<file path="config.mk">
export PLATFORM = sky130hd
export DESIGN_NAME = dual_seq_detector_p_flat
export DESIGN_NICKNAME = d
export VERILOG_FILES = /design/src/rtl/dual_seq_detector_p_if.sv /design/src/rtl/dual_seq_detector_p.sv /design/src/flat_wrapper.sv
export SDC_FILE = /design/constraint.sdc
export NUM_CORES = 1
export LEC_CHECK = 0
export CORE_AREA = 2 2 68 119
export DETAILED_ROUTE_END_ITERATION = 8
export DIE_AREA = 0 0 70 121
export SYNTH_ARGS = -nofsm -noshare
export SYNTH_HDL_FRONTEND = slang
export SYNTH_SLANG_ARGS = --single-unit
</file>
<file path="constraint.sdc">
create_clock -name clk -period 4 [get_ports clk]
set_clock_uncertainty 0.15 [all_clocks]
set_input_delay 0.8 -clock clk [delete_from_list [all_inputs] [get_ports clk]]
set_output_delay 0.8 -clock clk [all_outputs]
set_load 0.05 [all_outputs]
</file>
<file path="src/rtl/dual_seq_detector_p_if.sv">
// Bus bundle for dual_seq_detector_p: serial stream, channel configuration,
// sticky-flag control and the match/count results.
interface dual_seq_detector_p_if #(
  parameter int MAX_LEN = 8,
  parameter int LEN_W   = 4,
  parameter int CNT_W   = 8
);
  logic               seq_valid;
  logic               seq;
  logic               cfg_we;
  logic               cfg_sel;
  logic [MAX_LEN-1:0] cfg_pat;
  logic [LEN_W-1:0]   cfg_len;
  logic               cfg_ovl;
  logic               clr_sticky;
  logic [1:0]         match;
  logic               d_out;
  logic [CNT_W-1:0]   cnt0;
  logic [CNT_W-1:0]   cnt1;

  modport master (
    output seq_valid, seq, cfg_we, cfg_sel, cfg_pat, cfg_len, cfg_ovl, clr_sticky,
    input  match, d_out, cnt0, cnt1
  );

  modport slave (
    input  seq_valid, seq, cfg_we, cfg_sel, cfg_pat, cfg_len, cfg_ovl, clr_sticky,
    output match, d_out, cnt0, cnt1
  );
endinterface

</file>
<file path="src/rtl/dual_seq_detector_p.sv">
// Two run-time programmable serial pattern detectors sharing one bit history,
// with per-channel overlap mode, saturating match counters and a sticky flag.
module dual_seq_detector_p #(
  parameter int MAX_LEN = 8,
  parameter int LEN_W   = 4,
  parameter int CNT_W   = 8
) (
  input logic                clk,
  input logic                rst,
  dual_seq_detector_p_if.slave bus
);

  typedef struct packed {
    logic [MAX_LEN-1:0] pat;
    logic [LEN_W-1:0]   len;
    logic               ovl;
  } chan_cfg_t;

  chan_cfg_t          cfg_q  [2];
  logic [LEN_W-1:0]   fill_q [2];
  logic [CNT_W-1:0]   cnt_q  [2];
  // The oldest history bit is shifted out before it can ever be compared,
  // so only MAX_LEN-1 bits are stored; the incoming bit completes the window.
  logic [MAX_LEN-2:0] hist_q;
  logic [MAX_LEN-1:0] win;
  logic [MAX_LEN-1:0] mask [2];
  logic [1:0]         enabled, filled, cfg_hit, hit;
  logic [1:0]         match_q;
  logic               d_q;

  assign win = {hist_q, bus.seq};

  always_comb begin
    // NOTE: every signal driven here gets a value on every pass, so no latch is inferred.
    hit = '0;
    for (int k = 0; k < 2; k++) begin
      mask[k] = '0;
      for (int i = 0; i < MAX_LEN; i++) mask[k][i] = (i < int'(cfg_q[k].len));
      enabled[k] = (cfg_q[k].len != '0) && (int'(cfg_q[k].len) <= MAX_LEN);
      filled[k]  = (int'(fill_q[k]) + 1 >= int'(cfg_q[k].len));
      cfg_hit[k] = bus.cfg_we && (bus.cfg_sel == k[0]);
      hit[k]     = bus.seq_valid && !cfg_hit[k] && enabled[k] && filled[k] &&
                   (((win ^ cfg_q[k].pat) & mask[k]) == '0);
    end
  end

  always_ff @(posedge clk) begin
    if (!rst) begin
      // NOTE: registers update with <= so every one samples pre-edge values, independent of statement order.
      hist_q  <= '0;
      match_q <= '0;
      d_q     <= 1'b0;
      for (int k = 0; k < 2; k++) begin
        cfg_q[k]  <= '0;
        fill_q[k] <= '0;
        cnt_q[k]  <= '0;
      end
    end else begin
      if (bus.seq_valid) hist_q <= win[MAX_LEN-2:0];
      match_q <= hit;
      // A new match outranks a simultaneous clear.
      if (|hit)                d_q <= 1'b1;
      else if (bus.clr_sticky) d_q <= 1'b0;
      for (int k = 0; k < 2; k++) begin
        if (cfg_hit[k]) begin
          cfg_q[k]  <= '{pat: bus.cfg_pat, len: bus.cfg_len, ovl: bus.cfg_ovl};
          fill_q[k] <= '0;
        end else if (bus.seq_valid) begin
          if (hit[k] && !cfg_q[k].ovl)         fill_q[k] <= '0;
          else if (int'(fill_q[k]) < MAX_LEN) fill_q[k] <= fill_q[k] + LEN_W'(1);
        end
        if (hit[k] && (cnt_q[k] != '1)) cnt_q[k] <= cnt_q[k] + CNT_W'(1);
      end
    end
  end

  assign bus.match = match_q;
  assign bus.d_out = d_q;
  assign bus.cnt0  = cnt_q[0];
  assign bus.cnt1  = cnt_q[1];

endmodule

</file>
<file path="src/flat_wrapper.sv">
// flat-port wrapper written by rule: the top's interface ports become plain ports
module dual_seq_detector_p_flat 
#(
  parameter int MAX_LEN = 8,
  parameter int LEN_W   = 4,
  parameter int CNT_W   = 8
)
  (clk, rst, bus_seq_valid, bus_seq, bus_cfg_we, bus_cfg_sel, bus_cfg_pat, bus_cfg_len, bus_cfg_ovl, bus_clr_sticky, bus_match, bus_d_out, bus_cnt0, bus_cnt1);
  dual_seq_detector_p_if #(.MAX_LEN(MAX_LEN), .LEN_W(LEN_W), .CNT_W(CNT_W)) bus_i ();
  input logic clk;
  input logic rst;
  input wire logic [$bits(bus_i.seq_valid)-1:0] bus_seq_valid;
  input wire logic [$bits(bus_i.seq)-1:0] bus_seq;
  input wire logic [$bits(bus_i.cfg_we)-1:0] bus_cfg_we;
  input wire logic [$bits(bus_i.cfg_sel)-1:0] bus_cfg_sel;
  input wire logic [$bits(bus_i.cfg_pat)-1:0] bus_cfg_pat;
  input wire logic [$bits(bus_i.cfg_len)-1:0] bus_cfg_len;
  input wire logic [$bits(bus_i.cfg_ovl)-1:0] bus_cfg_ovl;
  input wire logic [$bits(bus_i.clr_sticky)-1:0] bus_clr_sticky;
  output wire logic [$bits(bus_i.match)-1:0] bus_match;
  output wire logic [$bits(bus_i.d_out)-1:0] bus_d_out;
  output wire logic [$bits(bus_i.cnt0)-1:0] bus_cnt0;
  output wire logic [$bits(bus_i.cnt1)-1:0] bus_cnt1;
  assign bus_i.seq_valid = bus_seq_valid;
  assign bus_i.seq = bus_seq;
  assign bus_i.cfg_we = bus_cfg_we;
  assign bus_i.cfg_sel = bus_cfg_sel;
  assign bus_i.cfg_pat = bus_cfg_pat;
  assign bus_i.cfg_len = bus_cfg_len;
  assign bus_i.cfg_ovl = bus_cfg_ovl;
  assign bus_i.clr_sticky = bus_clr_sticky;
  assign bus_match = bus_i.match;
  assign bus_d_out = bus_i.d_out;
  assign bus_cnt0 = bus_i.cnt0;
  assign bus_cnt1 = bus_i.cnt1;
  dual_seq_detector_p #(.MAX_LEN(MAX_LEN), .LEN_W(LEN_W), .CNT_W(CNT_W)) u_core (.clk(clk), .rst(rst), .bus(bus_i));
endmodule
</file>
==> metrics.md, run 1 <==
| Metric | Value |
|---|---|
| Multi-input combinational cell area | `1180 um2` |
| Die height | `121 um` |
| Later-pin clock latency in the skew report | `320 ps` |
| Starting Density | `39.6%` |
| Starting DRT DRC Count | `51` |
| Clock network fraction of total power | `41.3%` |
| CTS resizes | `0` |
| CP Max Fanout | `5` |
| Synth top area cells | `edfxtp_1 (51%), dfxtp_1 (6.8%), xnor2_1 (6.2%)` |
| R2r setup slk | `1070 ps` |
| Fin nets | `336` |
| GRT overflow | `0` |
| Int Pwr | `about 1.2 mW` |
| CTS tree | `done` |
| Placed inst area | `3480 um2` |
| Vias in the first global route | `2199` |
| Clock transition at path regs | `50 ps` |
| Register Area | `around 1700 um2` |
| DIE AREA | `8470 um2` |
| CTS root buf | `clkbuf_16` |
| Ys Warns | `0` |
| Total Wirelength | `approximately 6.5 mm` |
| Via count | `around 2100` |
| Data arrival time of the worst path | `3130 ps` |
| CP Depth | `7` |
| Switching Share | `about 25%` |
| Slew headroom | `51.4%` |
| Tot Pwr | `1.62 mW` |
| Fill cell count | `roughly 680` |
| Slowest cell on crit path | `clkdlybuf4s50_1` |
| Share of cells above drive strength 1 | `8.74%` |
| Clock Tree Buf Depth | `2` |
| Share of the synthesized area in the top cell type | `about half` |
| Initial antenna violation count | `0` |
| Status | `finished, final reports clean` |
| Crit path to | `u_core.fill_q[0][1]$_SDFFCE_PN0P_` |
| Crit-path max cell delay | `550 ps` |
| Average wire per standard cell | `16.4 um` |
| Cell count after synthesis | `252` |
| Sequential cell area fraction in the yosys report | `57.6%` |
| RSZ-0062 raised after global routing | `no` |
| Final hold viol count | `0` |
| CTS sink cnt | `60` |
| R2R depth | `8` |
| Maximum VDD drop | `0.336 mV` |
| Hold_buf cts | `0` |
| Net Sw Power | `0.400 mW` |
| Critical path startpoint | `bus_seq` |
| Setup repair bufs after CTS | `0` |
| Placement Rows | `between 40 and 50` |
| Hold Crit Class | `reg2reg` |
| Worst reg2reg path endpoint | `u_core.fill_q[1][1]$_SDFFCE_PN0P_` |
| Critical path buffer and inverter count | `1` |
| Utilization after layout | `between 50% and 60%` |
| Post-synth EDFFs | `50` |
| R2r startpoint | `u_core.fill_q[1][0]$_SDFFCE_PN0P_` |
| Setup crit end kind | `flop` |
| Pin count of the biggest net entering global routing | `17` |
| Max Clock Freq | `just over 300 MHz` |
| Async SR Flop Fraction | `0%` |
| Hold slack | `approximately 350 ps` |
| Tcrit/Tclk final | `81.5%` |
| Sequential share of power | `between 40% and 50%` |
| Worst-Margin Slew | `729 ps` |
| DRC | `0` |
| Antenna Nets Post-Route | `0` |
| Register bit count reported by yosys | `60` |
| Pwr Density | `roughly 430 nW/um2` |
| I/O pin count | `39` |
| Gate power share | `11.8%` |
| Die W | `70 um` |
| Cell area after layout | `between 3000 and 4000 um2` |
| Delay-heaviest family, CP | `simple AND/OR/NAND/NOR gates` |
| Critical-path cell list | `clkdlybuf4s50_1 -> xnor2_1 -> o2111ai_1 -> or4_1 -> or4_4 -> nor2_1 -> or3_1` |
| Kind of critical path | `in2reg` |
| Ant. Diodes | `0` |
| Worst Path Required | `3870 ps` |
| Port bufs | `38` |
| Min Tclk post-route | `roughly 3300 ps` |
| Setup violations, final | `0` |
| Sum of negative setup slack | `0 ps` |
| Core Region | `7460 um2` |
| All-Layer GR Usage | `16.8%` |
| DR pass1 iterations | `4` |
| First-pass GRT wire length | `10.7 mm` |
| Area leader, netlist | `edfxtp_1` |
| Vias per inst | `5.24` |
| Synth Net Count | `284` |
| Synth Flop Type | `edfxtp_1` |
| Avg Inst Size Synth | `11.7 um2` |
| Syn-to-layout area delta | `26.5%` |
| Crit start category | `primary input` |
| DP Wirelength | `4.86 mm` |
| MaxCap Viol Count | `0` |
| Leak | `1.44 nW` |
| Post-synth cell types | `38` |
| Synthesized area | `just under 3000 um2` |
| Placer Congestion | `0.829` |
| H-tree depth | `3` |
| CTS buffer count | `9` |
| Slew Viols, Final | `0` |
Yosys cell counts, drive strengths merged, types with 2 or more instances:
cell     number
nor4b         2
nand3        13
edfxtp       50
nand2b        4
o21ai         9
xor2         11
or4           3
clkbuf        3
o2111ai       5
a31oi         4
buf           2
nand2        11
inv          13
nor2         33
mux2i         7
nor3          2
nor4          2
and3         15
dfxtp        10
xnor2        21
ha           12
and2b         2
a21oi         7
state kept, by name, summed over array words and instances (netlist names):
register,cells
u_core.bus.d_out,1
u_core.bus.match,2
u_core.cfg_q,26
u_core.cnt_q,16
u_core.fill_q,8
u_core.hist_q,7
final cells by class:
cell class / count / area share [%]
Clock buffer: 10 / 6.12
Clock inverter: 6 / 0.836
Inverter: 13 / 1.30
Multi-Input combinational cell: 174 / 31.5
Sequential cell: 60 / 45.5
Tap cell: 88 / 2.94
Timing Repair Buffer: 46 / 11.8
cells in the final DEF (no fill, tap or decap), types with 2 or more instances in the layout:
cell              n
edfxtp_1         50
clkdlybuf4s50_1  38
nor2_1           31
xnor2_1          21
and3_1           15
nand3_1          13
inv_1            13
ha_1             12
xor2_1           11
nand2_1          11
dfxtp_1          10
clkbuf_16         9
o21ai_0           8
buf_4             8
a21oi_1           7
mux2i_1           7
o2111ai_1         5
nand2b_1          4
a31oi_1           4
clkinv_2          4
or4_1             2
nor4b_1           2
nor3_1            2
and2b_1           2
nor2_2            2
nor4_1            2
how the worst min path moves through the flow:
stage | startpoint | endpoint | cells past startpoint | slack [ps]
global route | u_core.bus.d_out$_SDFFE_PN0P_ | u_core.bus.d_out$_SDFFE_PN0P_ | 2 | 370
detailed placement | u_core.bus.d_out$_SDFFE_PN0P_ | u_core.bus.d_out$_SDFFE_PN0P_ | 2 | 340
floorplan | u_core.hist_q[6]$_SDFFE_PN0P_ | u_core.hist_q[6]$_SDFFE_PN0P_ | 2 | 380
CTS | u_core.bus.d_out$_SDFFE_PN0P_ | u_core.bus.d_out$_SDFFE_PN0P_ | 2 | 360
finish | u_core.bus.d_out$_SDFFE_PN0P_ | u_core.bus.d_out$_SDFFE_PN0P_ | 2 | 350
global placement | u_core.bus.d_out$_SDFFE_PN0P_ | u_core.bus.d_out$_SDFFE_PN0P_ | 2 | 360
cells by family (layout without fill, tap and decap cells):
| group | after synthesis | after routing | synth area share (%) |
|---|---|---|---|
| buffers and inverters | 18 | 75 | 2.54 |
| AOI/OAI and AO/OA | 33 | 33 | 7.58 |
| DFF | 60 | 60 | 57.6 |
| xor gates and xnor gates | 32 | 32 | 9.48 |
| adders and majority gates | 12 | 12 | 5.08 |
| muxes | 7 | 7 | 2.37 |
| and+or+nand+nor | 90 | 90 | 15.4 |
power by group through the flow:
stage	clock network (mW)	registers [mW]	logic, mW
6_report	0.669	0.759	0.191
4_1_cts	0.683	0.759	0.193
5_1_grt	0.713	0.764	0.211
2_1_floorplan	0	0.786	0.0958
3_3_place_gp	0	0.771	0.189
3_5_place_dp	0	0.771	0.192
tightest hold or removal path: cells and delay by family, from the launching register on:
family	cells	cell delay, ps
flops	1	310
simple gates	1	60
compound gates	1	80
routing by layer:
layer	vias up	wire length [um]	global-route usage [%]
li1	1029	-	-
met1	983	2560	17.1
met2	58	3520	31.2
met3	11	267	3.99
met4	0	145	8.41
met5	-	0	0
metrics by stage:
stage,std cells,setup slack (ps)
after floorplan,252,825
after global placement,381,447
after global routing,397,638
after detailed placement,381,423
final,397,739
after CTS,397,739
(Power assumes the default switching activity.)
==> run 2: changes to the inputs <==
==> constraint.sdc (replaced) <==
create_clock -name clk -period 2.85 [get_ports clk]
set_clock_uncertainty 0.15 [all_clocks]
set_input_delay 0.57 -clock clk [delete_from_list [all_inputs] [get_ports clk]]
set_output_delay 0.57 -clock clk [all_outputs]
set_load 0.05 [all_outputs]
==> run 2 against run 1 <==
Net effect:
- count of clock-buffer cells in the layout is 2 higher
- cell area up 3.3%
- total power rose by 48%
- critical endpoint is now u_core.cnt_q[0][1]$_SDFFCE_PN0P_
- largest power group unchanged
==> metrics.md, run 2 (synthesis gave the netlist of run 1 again) <==
| Metric | Value |
|---|---|
| Status | `finished, final reports clean` |
| Setup crit end kind | `flop` |
| Average wire per standard cell | `16.3 um (-0.32%)` |
| Via count | `2092 (+0.53%)` |
| Vias per inst | `5.17 (-1.5%)` |
| Total Wirelength | `6.61 mm (+1.7%)` |
| DP Wirelength | `4.93 mm (+1.2%)` |
| Share of cells above drive strength 1 | `12.3% (+3.6 points)` |
| Clock Tree Buf Depth | `2 (unchanged)` |
| DIE AREA | `8470 um2 (unchanged)` |
| DRC | `0 (unchanged)` |
| Commonest non-fill, non-tap cell in the layout | `edfxtp_1` |
| Sequential share of power | `44.5% (-2.4 points)` |
| Hold slack | `361 ps (+5.89 ps)` |
| Tcrit/Tclk final | `96.5%` |
| Later-pin clock latency in the skew report | `330 ps (about the same)` |
| Switching Share | `23.2% (-1.4 points)` |
| Maximum VDD drop | `0.474 mV (+41%)` |
| Sum of negative setup slack | `0 ps (unchanged)` |
| Setup WS post-layout | `101 ps (-638 ps)` |
| Fin nets | `344 (+2.4%)` |
| CTS tree | `done` |
| Die W | `70 um (unchanged)` |
| Max reg flops | `26 (unchanged)` |
| Pwr Density | `621 nW/um2 (+43%)` |
| Core Region | `7460 um2 (unchanged)` |
| Ant. Diodes | `0 (unchanged)` |
| Min Tclk post-route | `roughly 2700 ps` |
| I/O pin count | `39 (unchanged)` |
| Starting Density | `39.6% (unchanged)` |
| Largest regs | `u_core.cfg_q (26), u_core.cnt_q (16), u_core.fill_q (8)` |
| H-tree depth | `3 (unchanged)` |
| Syn-to-layout area delta | `30.7%` |
| Placement Rows | `42 (unchanged)` |
| Clock network fraction of total power | `43.8% (+2.5 points)` |
| Worst-Margin Slew | `547 ps (-182 ps)` |
| Register name with the most flops | `u_core.cfg_q` |
| Int Pwr | `1.84 mW (+51%)` |
| Die height | `121 um (unchanged)` |
| Final hold viol count | `0 (unchanged)` |
| Placer Congestion | `0.811 (-2.1%)` |
| Kind of critical path | `in2reg` |
| Crit start category | `primary input` |
| Net Sw Power | `0.557 mW (+40%)` |
| Most frequent cells in the layout | `edfxtp_1 (50), clkdlybuf4s50_1 (35), nor2_1 (30)` |
| Slew headroom | `63.5% (+12 points)` |
| DR pass1 iterations | `6 (+2)` |
| CTS root buf | `clkbuf_16` |
| Vias in the first global route | `2194 (-0.23%)` |
| Worst Path Required | `2900 ps (-970 ps)` |
| Hold Crit Class | `reg2reg` |
| First-pass GRT wire length | `10.8 mm (+1.0%)` |
| Slew Viols, Final | `0 (unchanged)` |
| Utilization after layout | `51.8% (+1.6 points)` |
| CP Max Fanout | `8 (+3)` |
| Gate power share | `11.7% (about the same)` |
| CTS sink cnt | `60 (unchanged)` |
| Initial antenna violation count | `0 (unchanged)` |
| Setup violations, final | `0 (unchanged)` |
| Data arrival time of the worst path | `2800 ps (-330 ps)` |
| Starting DRT DRC Count | `95 (+86%)` |
| Antenna Nets Post-Route | `0 (unchanged)` |
| Leak | `1.52 nW (+5.6%)` |
| Clock transition at path regs | `50 ps (about the same)` |
| Place WS | `-523 ps (-947 ps)` |
| GRT overflow | `0 (unchanged)` |
| Max Clock Freq | `approximately 360 MHz` |
| CTS buffer count | `9 (unchanged)` |
| All-Layer GR Usage | `16.7% (-0.023 points)` |
| Pin count of the biggest net entering global routing | `18 (+1)` |
| Tot Pwr | `2.40 mW (+48%)` |
| Port bufs | `38 (unchanged)` |
| MaxCap Viol Count | `0 (unchanged)` |
[run 2: changes by cell type in the layout (fill, tap and decap cells not counted), sizes merged]
cell | before | now
dlygate4sd2 | 0 | 1
buf | 8 | 15
clkdlybuf4s50 | 38 | 35
clkinv | 5 | 3
o32a | 1 | 2
bufinv | 0 | 1
dlymetal6s2s | 0 | 2
clkinvlp | 1 | 0
clkbuf | 10 | 12
[run 2: layout make-up]
class	instances	area [um2]
Fill cell	671	3600
Clock buffer	12	246
Tap cell	88	110
Clock inverter	4	48.8
Inverter	13	48.8
Timing Repair Buffer	53	500
Sequential cell	60	1700
Multi-Input combinational cell	175	1210
[run 2: metrics by stage]
step                      std cells  area [um2]
after global placement          386        3520
after floorplan                 252        2960
after global routing            405        3860
final                           405        3860
after CTS                       403        3820
after detailed placement        386        3520
[run 2: critical path, cell delays in order]
cell and delay (ps):
clkdlybuf4s50_1 500, o2111ai_1 110, or4_1 420, or4_4 600
o32a_4 390, and2b_1 210
[run 2: path summary, 6_finish.rpt]
check / cells past startpoint / endpoint / slack, ps / start
min: 2 / u_core.bus.d_out$_SDFFE_PN0P_ / 360 / u_core.bus.d_out$_SDFFE_PN0P_
max: 6 / u_core.cnt_q[0][1]$_SDFFCE_PN0P_ / 100 / bus_cfg_sel
max reg2reg: 7 / u_core.cnt_q[0][1]$_SDFFCE_PN0P_ / 100 / u_core.cfg_q[0][3]$_DFFE_PP_
min reg2reg: 2 / u_core.bus.d_out$_SDFFE_PN0P_ / 360 / u_core.bus.d_out$_SDFFE_PN0P_
[run 2: repair_timing]
item,in CTS,in global routing
cloned,1,0
buffers inserted,0,3
hold endpoints to repair,0,0
hold buffers,0,0
pin swaps,1,4
gates resized for setup,1,8
endpoints found under the setup margin,28,27
[run 2: power by group through the flow]
stage,logic (mW),registers (mW),clock network (mW)
after detailed placement,0.271,1.08,0
after floorplan,0.135,1.10,0
after global routing,0.307,1.07,1.11
final,0.280,1.07,1.05
after CTS,0.273,1.07,1.07
after global placement,0.269,1.08,0
[run 2: per-layer routing]
layer / vias up / GRT usage, % / routed length [um]
met5: - / 0 / 0
met4: 0 / 7.21 / 119
met3: 8 / 3.24 / 197
met2: 42 / 32.9 / 3790
met1: 999 / 16.5 / 2500
li1: 1043 / - / -
